## src/rtl/quad_pkg.sv

```systemverilog
// Shared types and helpers for the quadrature step generator.
package quad_pkg;

    typedef enum logic [1:0] {
        IDLE = 2'd0,
        RUN  = 2'd1,
        FIN  = 2'd2
    } state_t;

    localparam logic [1:0] PH_00 = 2'b00;
    localparam logic [1:0] PH_10 = 2'b10;
    localparam logic [1:0] PH_11 = 2'b11;
    localparam logic [1:0] PH_01 = 2'b01;

    localparam logic DIR_UP   = 1'b1;
    localparam logic DIR_DOWN = 1'b0;

    // Gray-code step of the {A,B} pair: up walks 00-10-11-01, down walks the reverse.
    function automatic logic [1:0] next_phase(input logic [1:0] phase, input logic dir);
        logic [1:0] nxt;
        nxt = phase;
        case (phase)
            PH_00:   nxt = (dir == DIR_UP) ? PH_10 : PH_01;
            PH_10:   nxt = (dir == DIR_UP) ? PH_11 : PH_00;
            PH_11:   nxt = (dir == DIR_UP) ? PH_01 : PH_10;
            PH_01:   nxt = (dir == DIR_UP) ? PH_00 : PH_11;
            default: nxt = PH_00;
        endcase
        return nxt;
    endfunction

endpackage

```

## src/rtl/quad_encoder_gen_step_timer.sv

```systemverilog
// Reloadable down-counter that paces quadrature edges; tick_c fires on the zero count.
module quad_step_timer #(
    parameter int unsigned STEP_DIV = 16
) (
    input  logic clk,
    input  logic reset,
    input  logic load,
    input  logic en,
    output logic tick_c
);

    localparam int unsigned TMR_W = (STEP_DIV > 1) ? $clog2(STEP_DIV) : 1;
    localparam logic [TMR_W-1:0] RELOAD = TMR_W'(STEP_DIV - 1);

    logic [TMR_W-1:0] count_q;

    assign tick_c = en && (count_q == '0);

    // Load on command accept, otherwise count down and wrap to the reload value.
    always_ff @(posedge clk or negedge reset) begin
        if (!reset) begin
            count_q <= '0;
        end else if (load) begin
            count_q <= RELOAD;
        end else if (en) begin
            count_q <= (count_q == '0) ? RELOAD : (count_q - TMR_W'(1));
        end
    end

endmodule

```

## src/rtl/quad_encoder_gen.sv

```systemverilog
// Quadrature signal generator: turns direction/step commands into A/B edges,
// one edge every STEP_DIV clocks, and tracks the net position emitted.
// Define QUAD_BOUNCE_EN to add a contact-bounce pattern after every edge.
module quad_encoder_gen
    import quad_pkg::*;
#(
    parameter int unsigned STEP_DIV = 16,
    parameter int unsigned CNT_W    = 8
) (
    input  logic             clk,
    input  logic             reset,
    input  logic             cmd_valid,
    output logic             cmd_ready,
    input  logic             cmd_dir,
    input  logic [CNT_W-1:0] cmd_steps,
    output logic             enc_a,
    output logic             enc_b,
    output logic             busy,
    output logic             done,
    output logic [CNT_W-1:0] position
);

    if (STEP_DIV < 4 || STEP_DIV > 65535) begin : g_bad_step_div
        $error("quad_encoder_gen: STEP_DIV must be within 4..65535");
    end

`ifdef QUAD_BOUNCE_EN
    if (STEP_DIV < 8) begin : g_bad_bounce_div
        $error("quad_encoder_gen: bounce shaping needs STEP_DIV >= 8");
    end
`endif

    state_t           state_q;
    state_t           state_n;
    logic             load_c;
    logic             tick_c;
    logic             ready_n;
    logic             busy_n;
    logic             done_n;
    logic             dir_q;
    logic [CNT_W-1:0] remaining_q;
    logic [1:0]       phase_q;
    logic [1:0]       phase_nxt_c;

    assign phase_nxt_c = next_phase(phase_q, dir_q);

    quad_step_timer #(
        .STEP_DIV (STEP_DIV)
    ) u_timer (
        .clk    (clk),
        .reset  (reset),
        .load   (load_c),
        .en     (state_q == RUN),
        .tick_c (tick_c)
    );

    // State register.
    always_ff @(posedge clk or negedge reset) begin
        if (!reset) begin
            state_q <= IDLE;
        end else begin
            state_q <= state_n;
        end
    end

    // Next state and the handshake/status values to register alongside it.
    always_comb begin
        state_n = state_q;
        load_c  = 1'b0;
        case (state_q)
            IDLE: begin
                if (cmd_valid && cmd_ready) begin
                    if (cmd_steps == '0) begin
                        state_n = FIN;
                    end else begin
                        state_n = RUN;
                        load_c  = 1'b1;
                    end
                end
            end
            RUN: begin
                // Remaining hits zero on the final edge; leave the cycle after it.
                if (remaining_q == '0) begin
                    state_n = FIN;
                end
            end
            FIN:     state_n = IDLE;
            default: state_n = IDLE;
        endcase
        ready_n = (state_n == IDLE);
        busy_n  = (state_n == RUN);
        done_n  = (state_n == FIN);
    end

    // Registered status outputs, aligned with the state register.
    always_ff @(posedge clk or negedge reset) begin
        if (!reset) begin
            cmd_ready <= 1'b1;
            busy      <= 1'b0;
            done      <= 1'b0;
        end else begin
            cmd_ready <= ready_n;
            busy      <= busy_n;
            done      <= done_n;
        end
    end

    // Latch the command and count down the edges still owed.
    always_ff @(posedge clk or negedge reset) begin
        if (!reset) begin
            dir_q       <= DIR_UP;
            remaining_q <= '0;
        end else if (load_c) begin
            dir_q       <= cmd_dir;
            remaining_q <= cmd_steps;
        end else if (tick_c) begin
            remaining_q <= remaining_q - CNT_W'(1);
        end
    end

    // Clean phase and net position; phase carries over between commands.
    always_ff @(posedge clk or negedge reset) begin
        if (!reset) begin
            phase_q  <= PH_00;
            position <= '0;
        end else if (tick_c) begin
            phase_q  <= phase_nxt_c;
            position <= (dir_q == DIR_UP) ? (position + CNT_W'(1)) : (position - CNT_W'(1));
        end
    end

`ifdef QUAD_BOUNCE_EN
    logic [2:0] bounce_q;
    logic [1:0] old_q;

    // Output shaper: new, old, new, old, then settle on new after each edge.
    always_ff @(posedge clk or negedge reset) begin
        if (!reset) begin
            enc_a    <= 1'b0;
            enc_b    <= 1'b0;
            bounce_q <= 3'd0;
            old_q    <= PH_00;
        end else if (tick_c) begin
            {enc_a, enc_b} <= phase_nxt_c;
            old_q          <= phase_q;
            bounce_q       <= 3'd1;
        end else if (bounce_q != 3'd0) begin
            {enc_a, enc_b} <= bounce_q[0] ? old_q : phase_q;
            bounce_q       <= (bounce_q == 3'd4) ? 3'd0 : (bounce_q + 3'd1);
        end
    end
`else
    // Clean output: A/B flops follow the phase on each edge.
    always_ff @(posedge clk or negedge reset) begin
        if (!reset) begin
            enc_a <= 1'b0;
            enc_b <= 1'b0;
        end else if (tick_c) begin
            {enc_a, enc_b} <= phase_nxt_c;
        end
    end
`endif

endmodule
```

## config.mk

```make
export PLATFORM = sky130hd
export DESIGN_NAME = quad_encoder_gen
export DESIGN_NICKNAME = d
export VERILOG_FILES = /design/src/rtl/quad_pkg.sv /design/src/rtl/quad_encoder_gen_step_timer.sv /design/src/rtl/quad_encoder_gen.sv
export SDC_FILE = /design/constraint.sdc
export NUM_CORES = 1
export LEC_CHECK = 0
export CELL_PAD_IN_SITES_DETAIL_PLACEMENT = 0
export CELL_PAD_IN_SITES_GLOBAL_PLACEMENT = 2
export CORE_UTILIZATION = 30
export CTS_BUF_LIST = sky130_fd_sc_hd__clkbuf_8
export CTS_CLUSTER_DIAMETER = 80
export DETAILED_ROUTE_END_ITERATION = 16
export PLACE_DENSITY = 0.74
export SYNTH_ARGS = -nofsm -noshare
export SYNTH_HDL_FRONTEND = slang
export SYNTH_SLANG_ARGS = --single-unit
```

## constraint.sdc

```tcl
create_clock -name clk -period 3 [get_ports clk]
set_input_delay 0.45 -clock clk [delete_from_list [all_inputs] [get_ports clk]]
set_output_delay 0.45 -clock clk [all_outputs]
set_load 0.05 [all_outputs]
```

Yosys cells after proc, flatten, opt, wreduce, memory -nomap -nowiden

Cells that the tools add are included.

Word-level logic and storage cells: 49
Input port bits: 12
Register bits: 30
Output and inout port bits: 13

Equal/unequal tests: 6
Multiplexer cells: 18
Reductions and logical operators: 10
$add $sub $neg: 4

Operators with widths:

| kind                  | count |
|---|---|
| $mux W8               | 3 |
| $logic_not A8 Y1      | 2 |
| $sub A8 B1 Y8 const B | 2 |
| $mux W2               | 7 |
| $mux W4               | 3 |
| $add A8 B1 Y8 const B | 1 |
| $pmux W2 S4           | 1 |
| $eq A2 B1 Y1 const B  | 3 |
| $eq A2 B2 Y1 const B  | 3 |
| $logic_not A2 Y1      | 3 |
| $logic_not A4 Y1      | 1 |
| $pmux W2 S2           | 1 |
| $reduce_bool A2 Y1    | 2 |
| $sub A4 B1 Y4 const B | 1 |
| $mux W1               | 3 |
| $logic_and A1 B1 Y1   | 2 |

Logic depth before layout (Yosys ltp)

Depth after elaboration: 5
Depth in mapped cells: 8

Cells and area by module

From an unflattened synthesis, not the netlist that was laid out.

Cells, all modules: 159
Area, all modules: 1657.8 µm²

By module, submodules not included:

| module           | cells each | area each (µm²) | instances |
|---|---|---|---|
| quad_encoder_gen | 140        | 1445.1          | 1 |
| quad_step_timer  | 19         | 212.7           | 1 |

Worst setup path after synthesis

Ideal clock, no wire load.

Path type: flip-flop to flip-flop
Start: reg dir_q
End: reg position[6]
Path buffers: 1
Cell stages (with the launch flop): 9
Arrival: 2.175 ns
Data required time: 2.862 ns
Period minus slack after synthesis: 2.313 ns
Slack: 0.687 ns
Cells stage by stage: dfstp_2 > clkbuf_1 > inv_1 > fa_1 > a21o_1 > a21o_1 > a21oi_1 > mux2i_1 > o311ai_2

Word-level cells in the longest chain between the ends: 1

RTL lines:

| what                   | line                    | text |
|---|---|---|
| start, declared        | quad_encoder_gen.sv:40  | `logic dir_q;` |
| start signal, assigned | quad_encoder_gen.sv:114 | `dir_q <= cmd_dir;` |
| $mux W8                | quad_encoder_gen.sv:128 | `position <= (dir_q == DIR_UP) ? (position + CNT_W'(1)) : (position - CNT_W'(1));` |
| end signal, assigned   | quad_encoder_gen.sv:128 |  |
| end, declared          | quad_encoder_gen.sv:20  | `output logic [CNT_W-1:0] position` |

No other way between the ends.
A chain may end at the register's enable or synchronous reset.

Worst setup path after layout

Same ends and word-level chain as after synthesis.

==> results.sh <==
export IMPL_status="completed"
export IMPL_critPathCaptureType="flip-flop"
export IMPL_final_common_cell="dfrtp_1"
export IMPL_cts_buffers=3
export IMPL_grt_overflow_total=0
export IMPL_cts_resized=0
export IMPL_cts_tree="built"
export IMPL_syn_to_final_growth_pct=23.2
export IMPL_final_util_pct=38.4
export IMPL_postCtsSetupBuffers=0
export IMPL_ys_flop_type="dfrtp_1"
export IMPL_synthesis_area_sq_um=1600
export IMPL_critPathKind="flip-flop to flip-flop"
export IMPL_yosysTopAreaCell="dfrtp_1"
export IMPL_drtIter0Drc=68
export IMPL_p_comb_share_pct=3.6
export IMPL_synth_area_per_cell_sq_um=10.1
export IMPL_setup_violations=0
export IMPL_critPathLaunchType="flip-flop"
export IMPL_power_density_nw_per_um2=356
export IMPL_first_pass_iters=4
export IMPL_layout_common_cells="dfrtp_1, nand2_1, clkdlybuf4s50_1, o21ai_0, nor2_1"
export IMPL_worst_pin_slew_ns=0.504
export IMPL_cts_num_sinks=28
export IMPL_postLayoutCellArea_sq_um=1970
export IMPL_maxCapViolCount=0
export IMPL_whs_ns=0.468
export IMPL_async_flop_share_pct=100
export IMPL_die_h_microns=75.1
export IMPL_worstPathCellList="inv_1 -> fa_1 -> a21o_1 -> a21o_1 -> a21oi_1 -> mux2i_1 -> o311ai_2"
export IMPL_fin_skew_ns=0.00198
export IMPL_core_sq_um=5140
export IMPL_place_congestion=0.738
export IMPL_slowest_stage="dfstp_2"
export IMPL_drtAntennaViolNets=0
export IMPL_grt_pass1_wl_microns=5530
export IMPL_rows=26
export IMPL_timing_critical_path_mode_cell="a21o_1"
export IMPL_antenna_found_initial=0
export IMPL_fin_crit_ns=2.27
export IMPL_port_buffers=24
export IMPL_leakage_nw=0.769
export IMPL_arrival_ns=2.43
export IMPL_r2r_slack_ns=0.73
export IMPL_path_clk_slew_ns=0.10
export IMPL_dpl_hpwl_microns=2350
export IMPL_synth_edff_count=0
export IMPL_cts_root_buf="clkbuf_8"
export IMPL_htree_num_levels=1
export IMPL_pwr_share_clk_pct=42.8
export IMPL_total_power_w=0.000703
export IMPL_hold_path_class="flip-flop to flip-flop"
export IMPL_power_internal_w=0.000570
export IMPL_antenna_cells=0
export IMPL_seq_area_frac_synth_pct=43.9
export IMPL_rsz0062_at_grt="false"
export IMPL_insertion_delay_ns=0.27
export IMPL_switching_share_pct=19.0
export IMPL_grt_max_degree=29
export IMPL_track_usage_pct=13.0
export IMPL_wl_microns=3160
export IMPL_finalSetupTns_ns=0
export IMPL_synthCells=158
export IMPL_synthesis_nets=180
export IMPL_wl_per_cell_microns=12.5
export IMPL_cts_path_max_buffers=2
export IMPL_max_freq_mhz=440
export IMPL_crit_fanout=8
export IMPL_die_area_sq_um=5640
export IMPL_yosysWarnings=0
export IMPL_vdd_drop_max_mv=0.160
export IMPL_num_io_pins=25
export IMPL_start_util_pct=31.2
export IMPL_slew_violations=0
export IMPL_yosysUniqueCellTypes=43
export IMPL_post_dp_cell_area_sq_um=1900
export IMPL_hold_violations=0
export IMPL_nets=205
export IMPL_sequentialPowerShare_pct=53.7
export IMPL_route_vias_total=1220
export IMPL_ys_seq_elements=28
export IMPL_die_x_microns=75.1
export IMPL_slowest_delay_ns=0.62
export IMPL_crit_required_ns=3.15
export IMPL_netlist_top_cells_area="dfrtp_1, ha_1, nand2_1, o21ai_0, dfstp_2"
export IMPL_drive_above_1_share_pct=11.0
export IMPL_yosysTopAreaCellShare_pct=40.6
export IMPL_relSlewSlack_pct=66.3
export IMPL_grt_pass1_vias=1210
export IMPL_p_switching_w=0.000133
export IMPL_holdBufCountCts=0
export IMPL_period_share_pct=75.7
export IMPL_routed_via_density=4.84
export IMPL_drc_errors=0
==> sequential cells by signal (all words and copies together) (netlist names) <==
register and count:
u_timer.count_q 4, phase_q 2, dir_q 1, remaining_q 8, done 1, cmd_ready 1
position 8, busy 1, state_q 2
==> metal layers <==
metal	track usage (%)	wire, microns	up-vias
met1	17.4	1540	566
met3	2.28	151	4
li1	-	-	616
met5	0	0	-
met4	3.56	29	0
met2	21.4	1440	34
==> area by class of cell <==
type	instances	area, sq um
Clock inverter	1	30.0
Clock buffer	3	41.3
Inverter	6	22.5
Multi-Input combinational cell	118	835
Fill cell	528	3170
Sequential cell	28	703
Tap cell	70	87.6
Timing Repair Buffer	26	255
==> cell usage after synthesis, types with 4 or more instances <==
cell type	number
a21o_1	4
a21oi_1	4
dfrtp_1	26
ha_1	9
inv_1	6
nand2_1	24
nor2_1	10
o211ai_1	7
o21ai_0	11
xnor2_1	5
xor2_1	5
==> power groups by stage <==
| stage | combinational, W | clock (W) | sequential [W] |
|---|---|---|---|
| after detailed placement | 0.0000263 | 0 | 0.000385 |
| after floorplan | 0.000000777 | 0 | 0.000385 |
| after CTS | 0.0000263 | 0.000315 | 0.000377 |
| final | 0.0000251 | 0.000301 | 0.000377 |
| after global placement | 0.0000262 | 0 | 0.000385 |
| after global routing | 0.0000282 | 0.000331 | 0.000377 |
==> cells by family after synthesis <==
kind of cell,count (synthesis),synth area share (%)
AOI/OAI and AO/OA,39,16.9
adders and majority gates,10,8.27
and+or+nand+nor,57,20.1
buffers and inverters,12,4.06
xor gates and xnor gates,10,5.46
DFF,28,43.9
muxes,2,1.33
==> worst max-delay path, delay by kind of cell (launching register included) <==
family,cells,cell delay (ns)
mux,1,0.25
compound gates,4,0.67
flops,1,0.62
buf+inv,1,0.17
fa+ha+maj,1,0.44
==> per-stage QoR <==
| step | instances | worst slack [ns] |
|---|---|---|
| after global placement | 248 | 0.719 |
| after CTS | 252 | 0.703 |
| after global routing | 252 | 0.552 |
| final | 252 | 0.729 |
| after detailed placement | 248 | 0.732 |
| after floorplan | 158 | 0.687 |
==> path summary, 6_finish.rpt <==
check / depth (start not counted) / end / start
max in group asynchronous: 2 / cmd_ready$_DFF_PN1_ / reset
min in group asynchronous: 2 / remaining_q[5]$_DFFE_PN0P_ / reset
worst min-delay path: 1 / position[7]$_DFFE_PN0P_ / position[7]$_DFFE_PN0P_
worst min register to register: 1 / position[7]$_DFFE_PN0P_ / position[7]$_DFFE_PN0P_
worst max-delay path: 7 / position[6]$_DFFE_PN0P_ / dir_q$_DFFE_PN1P_
worst max register to register: 7 / position[6]$_DFFE_PN0P_ / dir_q$_DFFE_PN1P_
Note: power is estimated with default switching activity, not from simulation.
